## src/rtl/wish_pkg.sv

```systemverilog
// rtl/wish_pkg.sv - shared Wishbone master/slave types and default widths
package wish_pkg;

  typedef enum logic [1:0] {
    IDLE = 2'd0,
    REQ  = 2'd1,
    DONE = 2'd2,
    ERR  = 2'd3
  } wish_state_e;

  localparam int DEF_ADDR_W = 32;
  localparam int DEF_DATA_W = 32;

endpackage

```

## src/rtl/wish_master_if.sv

```systemverilog
// rtl/wish_master_if.sv - core request side and Wishbone bus side of the master
interface wish_master_if #(
  parameter int ADDR_W = wish_pkg::DEF_ADDR_W,
  parameter int DATA_W = wish_pkg::DEF_DATA_W
);
  logic              cpu_rd;
  logic              cpu_wr;
  logic [ADDR_W-1:0] cpu_addr;
  logic [DATA_W-1:0] cpu_wdata;
  logic [DATA_W-1:0] cpu_rdata;
  logic              cpu_done;
  logic              cpu_err;
  logic              cpu_busy;
  logic              cyc;
  logic              stb;
  logic              we;
  logic [ADDR_W-1:0] ADR_O;
  logic [DATA_W-1:0] DAT_O;
  logic [DATA_W-1:0] DAT_I;
  logic              ack;

  modport master (
    input  cpu_rd, cpu_wr, cpu_addr, cpu_wdata, DAT_I, ack,
    output cpu_rdata, cpu_done, cpu_err, cpu_busy, cyc, stb, we, ADR_O, DAT_O
  );

  modport slave (
    output cpu_rd, cpu_wr, cpu_addr, cpu_wdata, DAT_I, ack,
    input  cpu_rdata, cpu_done, cpu_err, cpu_busy, cyc, stb, we, ADR_O, DAT_O
  );
endinterface

```

## src/rtl/wish_master.sv

```systemverilog
// rtl/wish_master.sv - single-beat Wishbone master for core memory requests
module wish_master
  import wish_pkg::*;
#(
  parameter int ADDR_W  = DEF_ADDR_W,
  parameter int DATA_W  = DEF_DATA_W,
  parameter int TIMEOUT = 16
) (
  input  logic         clk,
  input  logic         reset,
  wish_master_if.master bus
);

  localparam int              CNT_W    = (TIMEOUT > 1) ? $clog2(TIMEOUT) : 1;
  localparam logic [CNT_W-1:0] CNT_LAST = CNT_W'(TIMEOUT - 1);

  wish_state_e       r_state, w_state;
  logic              r_cyc, w_cyc;
  logic              r_stb, w_stb;
  logic              r_we, w_we;
  logic [ADDR_W-1:0] r_adr, w_adr;
  logic [DATA_W-1:0] r_dat, w_dat;
  logic [DATA_W-1:0] r_rdata, w_rdata;
  logic              r_done, w_done;
  logic              r_err, w_err;
  logic              r_busy, w_busy;
  logic [CNT_W-1:0]  r_cnt, w_cnt;

  always_ff @(posedge clk) begin
    if (reset) begin
      r_state <= IDLE;
      r_cyc   <= 1'b0;
      r_stb   <= 1'b0;
      r_we    <= 1'b0;
      r_adr   <= '0;
      r_dat   <= '0;
      r_rdata <= '0;
      r_done  <= 1'b0;
      r_err   <= 1'b0;
      r_busy  <= 1'b0;
      r_cnt   <= '0;
    end else begin
      r_state <= w_state;
      r_cyc   <= w_cyc;
      r_stb   <= w_stb;
      r_we    <= w_we;
      r_adr   <= w_adr;
      r_dat   <= w_dat;
      r_rdata <= w_rdata;
      r_done  <= w_done;
      r_err   <= w_err;
      r_busy  <= w_busy;
      r_cnt   <= w_cnt;
    end
  end

  always_comb begin
    w_state = r_state;
    w_cyc   = r_cyc;
    w_stb   = r_stb;
    w_we    = r_we;
    w_adr   = r_adr;
    w_dat   = r_dat;
    w_rdata = r_rdata;
    w_cnt   = r_cnt;
    case (r_state)
      IDLE: begin
        if (bus.cpu_rd && bus.cpu_wr) begin
          w_state = ERR;
        end else if (bus.cpu_rd || bus.cpu_wr) begin
          w_state = REQ;
          w_cyc   = 1'b1;
          w_stb   = 1'b1;
          w_we    = bus.cpu_wr;
          w_adr   = bus.cpu_addr;
          w_dat   = bus.cpu_wdata;
          w_cnt   = '0;
        end
      end
      REQ: begin
        // ack is checked before the timeout so a last-cycle ack still completes
        if (bus.ack) begin
          w_cyc   = 1'b0;
          w_stb   = 1'b0;
          w_we    = 1'b0;
          w_state = DONE;
          if (!r_we) w_rdata = bus.DAT_I;
        end else if (r_cnt == CNT_LAST) begin
          w_cyc   = 1'b0;
          w_stb   = 1'b0;
          w_we    = 1'b0;
          w_state = ERR;
        end else begin
          w_cnt = r_cnt + CNT_W'(1);
        end
      end
      DONE:    w_state = IDLE;
      ERR:     w_state = IDLE;
      default: w_state = IDLE;
    endcase
    // Pulses and busy are registered from the next state so they line up with it
    w_done = (w_state == DONE);
    w_err  = (w_state == ERR);
    w_busy = (w_state != IDLE);
  end

  assign bus.cyc       = r_cyc;
  assign bus.stb       = r_stb;
  assign bus.we        = r_we;
  assign bus.ADR_O     = r_adr;
  assign bus.DAT_O     = r_dat;
  assign bus.cpu_rdata = r_rdata;
  assign bus.cpu_done  = r_done;
  assign bus.cpu_err   = r_err;
  assign bus.cpu_busy  = r_busy;

endmodule

```

## src/flat_wrapper.sv

```systemverilog
// flat-port wrapper written by rule: the top's interface ports become plain ports
module wish_master_flat import wish_pkg::*;
#(
  parameter int ADDR_W  = DEF_ADDR_W,
  parameter int DATA_W  = DEF_DATA_W,
  parameter int TIMEOUT = 16
)
  (clk, reset, bus_cpu_rd, bus_cpu_wr, bus_cpu_addr, bus_cpu_wdata, bus_DAT_I, bus_ack, bus_cpu_rdata, bus_cpu_done, bus_cpu_err, bus_cpu_busy, bus_cyc, bus_stb, bus_we, bus_ADR_O, bus_DAT_O);
  wish_master_if #(.ADDR_W(ADDR_W), .DATA_W(DATA_W)) bus_i ();
  input  logic clk;
  input  logic reset;
  input wire logic [$bits(bus_i.cpu_rd)-1:0] bus_cpu_rd;
  input wire logic [$bits(bus_i.cpu_wr)-1:0] bus_cpu_wr;
  input wire logic [$bits(bus_i.cpu_addr)-1:0] bus_cpu_addr;
  input wire logic [$bits(bus_i.cpu_wdata)-1:0] bus_cpu_wdata;
  input wire logic [$bits(bus_i.DAT_I)-1:0] bus_DAT_I;
  input wire logic [$bits(bus_i.ack)-1:0] bus_ack;
  output wire logic [$bits(bus_i.cpu_rdata)-1:0] bus_cpu_rdata;
  output wire logic [$bits(bus_i.cpu_done)-1:0] bus_cpu_done;
  output wire logic [$bits(bus_i.cpu_err)-1:0] bus_cpu_err;
  output wire logic [$bits(bus_i.cpu_busy)-1:0] bus_cpu_busy;
  output wire logic [$bits(bus_i.cyc)-1:0] bus_cyc;
  output wire logic [$bits(bus_i.stb)-1:0] bus_stb;
  output wire logic [$bits(bus_i.we)-1:0] bus_we;
  output wire logic [$bits(bus_i.ADR_O)-1:0] bus_ADR_O;
  output wire logic [$bits(bus_i.DAT_O)-1:0] bus_DAT_O;
  assign bus_i.cpu_rd = bus_cpu_rd;
  assign bus_i.cpu_wr = bus_cpu_wr;
  assign bus_i.cpu_addr = bus_cpu_addr;
  assign bus_i.cpu_wdata = bus_cpu_wdata;
  assign bus_i.DAT_I = bus_DAT_I;
  assign bus_i.ack = bus_ack;
  assign bus_cpu_rdata = bus_i.cpu_rdata;
  assign bus_cpu_done = bus_i.cpu_done;
  assign bus_cpu_err = bus_i.cpu_err;
  assign bus_cpu_busy = bus_i.cpu_busy;
  assign bus_cyc = bus_i.cyc;
  assign bus_stb = bus_i.stb;
  assign bus_we = bus_i.we;
  assign bus_ADR_O = bus_i.ADR_O;
  assign bus_DAT_O = bus_i.DAT_O;
  wish_master #(.ADDR_W(ADDR_W), .DATA_W(DATA_W), .TIMEOUT(TIMEOUT)) u_core (.clk(clk), .reset(reset), .bus(bus_i));
endmodule
```

## config.mk

```make
export PLATFORM = sky130hd
export DESIGN_NAME = wish_master_flat
export DESIGN_NICKNAME = d
export VERILOG_FILES = /design/src/rtl/wish_pkg.sv /design/src/rtl/wish_master_if.sv /design/src/rtl/wish_master.sv /design/src/flat_wrapper.sv
export SDC_FILE = /design/constraint.sdc
export NUM_CORES = 1
export LEC_CHECK = 0
export ABC_AREA = 1
export BUFFER_PORTS_ARGS = -buffer_cell sky130_fd_sc_hd__clkbuf_2
export CORE_MARGIN = 2
export CORE_UTILIZATION = 45
export CTS_CLUSTER_SIZE = 24
export DETAILED_ROUTE_END_ITERATION = 10
export GPL_ROUTABILITY_DRIVEN = 0
export PLACE_DENSITY = 0.91
export SETUP_SLACK_MARGIN = 0.15
export SLEW_MARGIN = 0
export SYNTH_ARGS = -nofsm -noshare
export SYNTH_HDL_FRONTEND = slang
export SYNTH_SLANG_ARGS = --single-unit
```

## constraint.sdc

```tcl
create_clock -name clk -period 1.3 [get_ports clk]
set_input_delay 0.26 -clock clk [delete_from_list [all_inputs] [get_ports clk]]
set_output_delay 0.26 -clock clk [all_outputs]
set_load 0.05 [all_outputs]
```

==> run_results.csv, run 1 <==
group,metric,value,unit
finish,antenna_cells,0,
clock_network,path_clk_slew,0.11,ns
detailed_routing,first_pass_iters,5,
yosys,synth_commonest_cells,"nor2_1, dfxtp_1, o21ai_0, nand2_1",
die,core,8300,sq um
die,ioPinCount,203,
critical_path,crit_required,1.52,ns
job,maxCapViolCount,0,
finish,drive_gt1_share,57.9,%
yosys,ys_seq_elements,107,
power,ir_drop,0.000781,V
yosys,synth_edf_count,0,
sta,final-hold-violation-count,0,
clock_network,insertion_delay,0.35,ns
sta,hold_slack,0.139,ns
global_routing,grt_max_degree,60,
detailed_routing,vias,4459,
yosys,synthFlopType,"dfxtp_1",
detailed_routing,wl,15600,um
run_status,violations,"negative setup slack",
clock_network,ctsLongestPathBuffers,2,
worst_hold_path,hold_depth,3,
critical_path,slowest_stage,"dfxtp_4",
sta,fin_ws,-0.0218,ns
sta,setup_viol,2,
yosys,synth_largest_area_cell,"dfxtp_1",
worst_hold_path,worstHoldStart,"bus_DAT_I[7]",
critical_path,crit_fanout,32,
yosys,async_flop_share,0,%
global_routing,grt_pass1_wl,21700,um
finish,area_growth,78.0,%
die,start_util,47.1,%
yosys,syn_nets,599,
placed_design,io_buffers,202,
critical_path,reg2reg_to,"u_core.bus.DAT_O[0]$_SDFFE_PP0P_",
sta,relSlewSlack,83.3,%
clock_network,clock_sinks,107,
finish,stdcell_count,823,
power,pwr_density_cell,1470,nW/um^2
yosys,yosys.cell_count.top_type,"nor2_1",
critical_path,cp_num_buf_inv,1,
critical_path,crit_path_end_kind,"flip-flop",
sta,slew_violations,0,
critical_path,path_delay_family,"flip-flops",
global_routing,grt_pass1_vias,4374,
die,fp-row-count,33,
detailed_routing,vias_per_cell,5.42,
detailed_routing,drt_iter0_markers,241,
die,die_x,97.2,um
clock_network,cts_tree,"built",
detailed_routing,ant_nets,0,
global_routing,antenna_found_initial,0,
sta,post-route-period-util,102,%
global_routing,overflow,0,
yosys,ys_types,22,
sta,worst_pin_slew,0.248,ns
detailed_routing,post-route-drc-count,0,
finish,final_nets,817,
die,dieHeight,97.2,um
detailed_routing,wl_per_cell,18.9,um
critical_path,r2r_slack,-0.02,ns
critical_path,crit_type,"flip-flop to flip-flop",
die,die-area,9440,sq um
placed_design,hpwl,7540,um
yosys,avgSynthCellArea,7.89,sq um
critical_path,slowest_delay,0.37,ns
yosys,synth_warnings,0,
worst_hold_path,worstHoldEndpoint,"u_core.bus.cpu_rdata[7]$_SDFFE_PP0P_",
critical_path,ff2ff_path_depth,5,
yosys,yosysSeqAreaShare,54.9,%
sta,clock_skew,0.0159,ns
sta,fmax,0.757,GHz
critical_path,worstPathCellList,"nor2_4, nand2_4, buf_12, o21ai_1, nor2_1",
yosys,syn-cell-area,3900,sq um
sta,rsz0062_at_grt,"yes",
critical_path,cp_data_arrival_time,1.54,ns
sta,fin_crit,1.32,ns
placed_design,dpl.cell_count,783,
clock_network,h-tree-depth,3,
yosys,synth_top_area_share,54.9,%
clock_network,cts-root-buf,"clkbuf_8",
worst_hold_path,hp-class,"input pin to flip-flop",
clock_network,cts_made_buffers,9,
critical_path,r2r-start,"u_core.r_state[0]$_SDFF_PP0_",
run_status,status,"finished with violations",
power,p_total,10.2,mW
yosys,synthCells,495,
yosys,synth_area_leaders,"dfxtp_1, nor2_1, o21ai_0, buf_6, o21ai_1",
global_routing,grtUsageTotal,28.5,%
sta,setup_tns,-0.0340,ns
critical_path,start_kind,"flip-flop",
clock_network,hold_buffers,0,
power,power_leakage,3.14,nW
## cells by family (layout without fill, tap and decap cells)
family	Yosys count	after routing	synth area share, %
flip-flops	107	107	54.9
adder cells (fa/ha/maj)	3	3	0.961
buffers and inverters	47	270	7.24
AO/OA/AOI/OAI	106	106	13.7
AND/OR/NAND/NOR	232	232	23.3
## final cells by class
| type | count | area, sq um |
|---|---|---|
| clock buffer | 12 | 165 |
| clock inverter | 4 | 56.3 |
| fill | 403 | 1350 |
| inverter | 17 | 81.3 |
| multi-input combinational | 341 | 1700 |
| sequential | 107 | 2290 |
| tap | 105 | 131 |
| timing repair buffer | 237 | 2520 |
## flip-flops by register name, summed over array words and instances, names as in the netlist
register / cells
u_core.bus.ADR_O: 32
u_core.bus.DAT_O: 32
u_core.bus.cpu_busy: 1
u_core.bus.cpu_done: 1
u_core.bus.cpu_err: 1
u_core.bus.cpu_rdata: 32
u_core.bus.cyc: 1
u_core.bus.we: 1
u_core.r_cnt: 4
u_core.r_state: 2
## how the worst max path moves through the flow
| stage | startpoint | end | slack, ns | depth (start not counted) |
|---|---|---|---|---|
| after floorplan | bus_cpu_wr | u_core.bus.ADR_O[20]$_SDFFE_PP0P_ | 0.13 | 7 |
| final | u_core.r_state[0]$_SDFF_PP0_ | u_core.bus.DAT_O[0]$_SDFFE_PP0P_ | -0.02 | 5 |
| after global placement | bus_cpu_wr | u_core.bus.DAT_O[30]$_SDFFE_PP0P_ | -0.04 | 7 |
| after global routing | u_core.r_state[1]$_SDFF_PP0_ | u_core.bus.ADR_O[6]$_SDFFE_PP0P_ | -0.02 | 6 |
| after detailed placement | bus_cpu_wr | u_core.bus.DAT_O[18]$_SDFFE_PP0P_ | -0.12 | 7 |
| after CTS | u_core.bus.cyc$_SDFFE_PP0P_ | bus_cyc | 0.10 | 1 |
## where the power goes
part	leakage (nW)	total, mW	switching (mW)	internal [mW]
Clock	0.113	2.22	1.15	1.07
Combinational	2.11	3.95	2.34	1.61
Sequential	0.922	4.05	0.346	3.71
## metrics by stage
step	setup slack (ns)	instance area, sq um	util (%)
floorplan	0.129	3910	-
global placement	-0.0391	5000	60.3
detailed placement	-0.125	5000	60.3
CTS	0.101	6500	78.3
global route	-0.0239	6950	83.8
finish	-0.0218	6950	83.8
## metal layers
metal  vias to the layer above  wire length, um  track usage (%)
met1                      2046             5310             30.6
met3                        73             1320             5.61
met5                         -                0                0
met2                       321             8180             53.0
met4                         0              760             13.7
li1                       2019                -                -
## tightest hold or removal path: cells and delay by family
family                 cells  cell delay [ns]
AOI/OAI and AO/OA          1             0.05
and+or+nand+nor            1             0.07
buffers and inverters      1             0.07
## layout by cell type (no fill, tap or decap), drive strengths merged, types with 4 or more instances in the layout
master  synthesis  final
a21oi           6      6
buf            17     87
clkbuf         13    162
clkinv          1      4
dfxtp         107    107
inv            16     16
nand2          20     20
nand3           7      7
nor2          202    202
o21ai         100    100
## repair_timing
item | CTS | global route
cloned | 3 | 2
setup buffers | 5 | 14
gates resized for setup | 338 | 151
setup endpoints to repair | 191 | 204
pin swaps | 4 | 8
No activity file was read; power rests on OpenSTA's default activity.
==> inputs of run 2 (changes only) <==
Settings changed: SETUP_SLACK_MARGIN 0.15 to 0.3.
==> run 2 against run 1 <==
The flow still finishes with violations (negative setup slack). Routed wire length is 26% higher. Critical endpoint is now u_core.bus.cpu_rdata[15]$_SDFFE_PP0P_. Final cell count rose by 4.6%. Fmax decreased by 2.5%. Design area rose by 14%. First-iteration DRC count grew 27%. Clock power fell by 5%. Highest routed layer unchanged.
==> run_results.csv, run 2 (synthesis results as in run 1) <==
group,metric,value,unit
critical_path,crit_type,"flip-flop to flip-flop",
critical_path,start_kind,"flip-flop",
finish,layout.cells.most_common,"nor2_1",
detailed_routing,wl_met2,10400,um
die,ioPinCount,203,
run_status,violations,"negative setup slack",
global_routing,overflow,0,
die,dieHeight,97.2,um
critical_path,endpoint,"u_core.bus.cpu_rdata[15]$_SDFFE_PP0P_",
placed_design,dp_slack,-0.0859,ns
sta,relSlewSlack,80.3,%
critical_path,crit_path_end_kind,"flip-flop",
power,pwr_density_cell,1370,nW/um^2
detailed_routing,post-route-drc-count,0,
sta,slew_violations,0,
die,die_x,97.2,um
critical_path,crit_top_cell,"buf_12",
critical_path,cp_data_arrival_time,1.62,ns
sta,post-route-period-util,104,%
critical_path,ff2ff_path_depth,7,
clock_network,insertion_delay,0.37,ns
clock_network,clock_sinks,107,
detailed_routing,dr_wl_met3,1590,um
sta,clock_skew,0.0124,ns
finish,antenna_cells,0,
worst_hold_path,hp-class,"input pin to flip-flop",
power,pwr-share-seq,38.0,%
die,fp-row-count,33,
critical_path,slowest_stage,"dfxtp_4",
global_routing,grt_pass1_vias,4745,
power,ir_drop,0.000790,V
finish,mostFrequentLayoutCells,"nor2_1, clkbuf_2, dfxtp_2, o21ai_1, buf_4",
clock_network,cts_tree,"built",
power,swShare,38.1,%
detailed_routing,vias_per_cell,5.71,
power,comb_power_share,42.6,%
sta,hold_slack,0.123,ns
sta,fin_crit,1.36,ns
finish,drive_gt1_share,66.7,%
sta,fin_ws,-0.0559,ns
detailed_routing,wl_met1,6430,um
critical_path,path_delay_family,"buffers and inverters",
critical_path,worstPathCellList,"buf_12, nor2_4, nand2_4, buf_12, clkinv_8, nor2_2, nor2_1",
die,start_util,47.1,%
detailed_routing,drt_iter0_markers,305,
critical_path,crit_required,1.56,ns
clock_network,path_clk_slew,0.11,ns
clock_network,hold_buffers,0,
sta,fmax,0.738,GHz
clock_network,cts_made_buffers,9,
critical_path,crit_fanout,8,
power,power_leakage,3.56,nW
critical_path,r2r-start,"u_core.bus.we$_SDFFE_PP0P_",
critical_path,slowest_delay,0.41,ns
sta,final-hold-violation-count,0,
global_routing,grtUsageTotal,31.4,%
power,p_int,6.71,mW
finish,area_growth,103,%
detailed_routing,vias,4918,
placed_design,hpwl,7370,um
detailed_routing,first_pass_iters,5,
critical_path,cp_num_buf_inv,3,
placed_design,io_buffers,202,
sta,worst_pin_slew,0.295,ns
global_routing,grt_pass1_wl,23900,um
sta,setup_viol,4,
finish,fin_util,95.5,%
clock_network,cts-root-buf,"clkbuf_8",
global_routing,grt_max_degree,66,
detailed_routing,wl,19700,um
run_status,status,"finished with violations",
clock_network,ctsLongestPathBuffers,2,
sta,rsz0062_at_grt,"yes",
die,core,8300,sq um
critical_path,cp.depth,7,
job,maxCapViolCount,0,
worst_hold_path,worstHoldStart,"bus_cpu_wdata[10]",
critical_path,reg2reg_to,"u_core.bus.cpu_rdata[15]$_SDFFE_PP0P_",
detailed_routing,wl_per_cell,22.8,um
global_routing,antenna_found_initial,0,
detailed_routing,highest_layer,"met4",
die,die-area,9440,sq um
power,netSwitchingPower,4.13,mW
clock_network,h-tree-depth,3,
critical_path,r2r_slack,-0.06,ns
power,p_total,10.8,mW
finish,final_nets,856,
power,p_clk_share,19.4,%
critical_path,startpoint,"u_core.bus.we$_SDFFE_PP0P_",
detailed_routing,ant_nets,0,
==> run 2: worst min path at each step <==
stage                                         to  slack (ns)  cells after the start
6_report       u_core.bus.DAT_O[10]$_SDFFE_PP0P_        0.12                      3
5_1_grt        u_core.bus.DAT_O[10]$_SDFFE_PP0P_        0.12                      3
4_1_cts         u_core.bus.ADR_O[8]$_SDFFE_PP0P_        0.12                      3
3_5_place_dp    u_core.bus.ADR_O[2]$_SDFFE_PP0P_        0.47                      2
3_3_place_gp    u_core.bus.ADR_O[2]$_SDFFE_PP0P_        0.45                      2
2_1_floorplan         u_core.bus.we$_SDFFE_PP0P_        0.32                      1
==> run 2: layer usage <==
metal / GRT usage (%) / vias to the layer above
met3: 7.77 / 111
met2: 59.7 / 399
met5: 0 / -
met1: 32.0 / 2309
li1: - / 2099
met4: 14.4 / 0
==> run 2: worst register-to-register path, cell delays in order, from the launching register on <==
cell	delay (ns)
dfxtp_4	0.41
buf_12	0.11
nor2_4	0.03
nand2_4	0.13
buf_12	0.20
clkinv_8	0.12
nor2_2	0.17
nor2_1	0.08
==> run 2: layout make-up <==
type                    count  area (sq um)
repair inverters            3          48.8
clock buffers              11           141
flip-flops and latches    107          2320
well taps                 105           131
fillers                   202           377
clock inverters             4          51.3
repair buffers            273          3240
multi-input cells         341          1880
inverters                  17           101
==> run 2: per-stage QoR <==
stage	std cells	TNS, ns	area [sq um]
floorplan	495	0	4010
global placement	782	-0.0460	5040
detailed placement	782	-2.84	5040
CTS	814	0	7230
global route	861	-0.311	7920
finish	861	-0.119	7920
==> run 2: power groups by stage <==
stage | logic (mW) | clock network, mW | registers (mW)
final | 4.62 | 2.10 | 4.11
after global placement | 2.65 | 0 | 3.89
after floorplan | 0.892 | 0 | 5.08
after CTS | 3.84 | 2.03 | 4.01
after detailed placement | 2.71 | 0 | 3.91
after global routing | 4.77 | 2.23 | 4.14
==> run 2: repair_timing <==
action / in CTS / in global routing
buffers inserted: 11 / 47
gates resized for setup: 421 / 142
cloned: 6 / 0
pin swaps: 9 / 16
setup endpoints to repair: 209 / 209
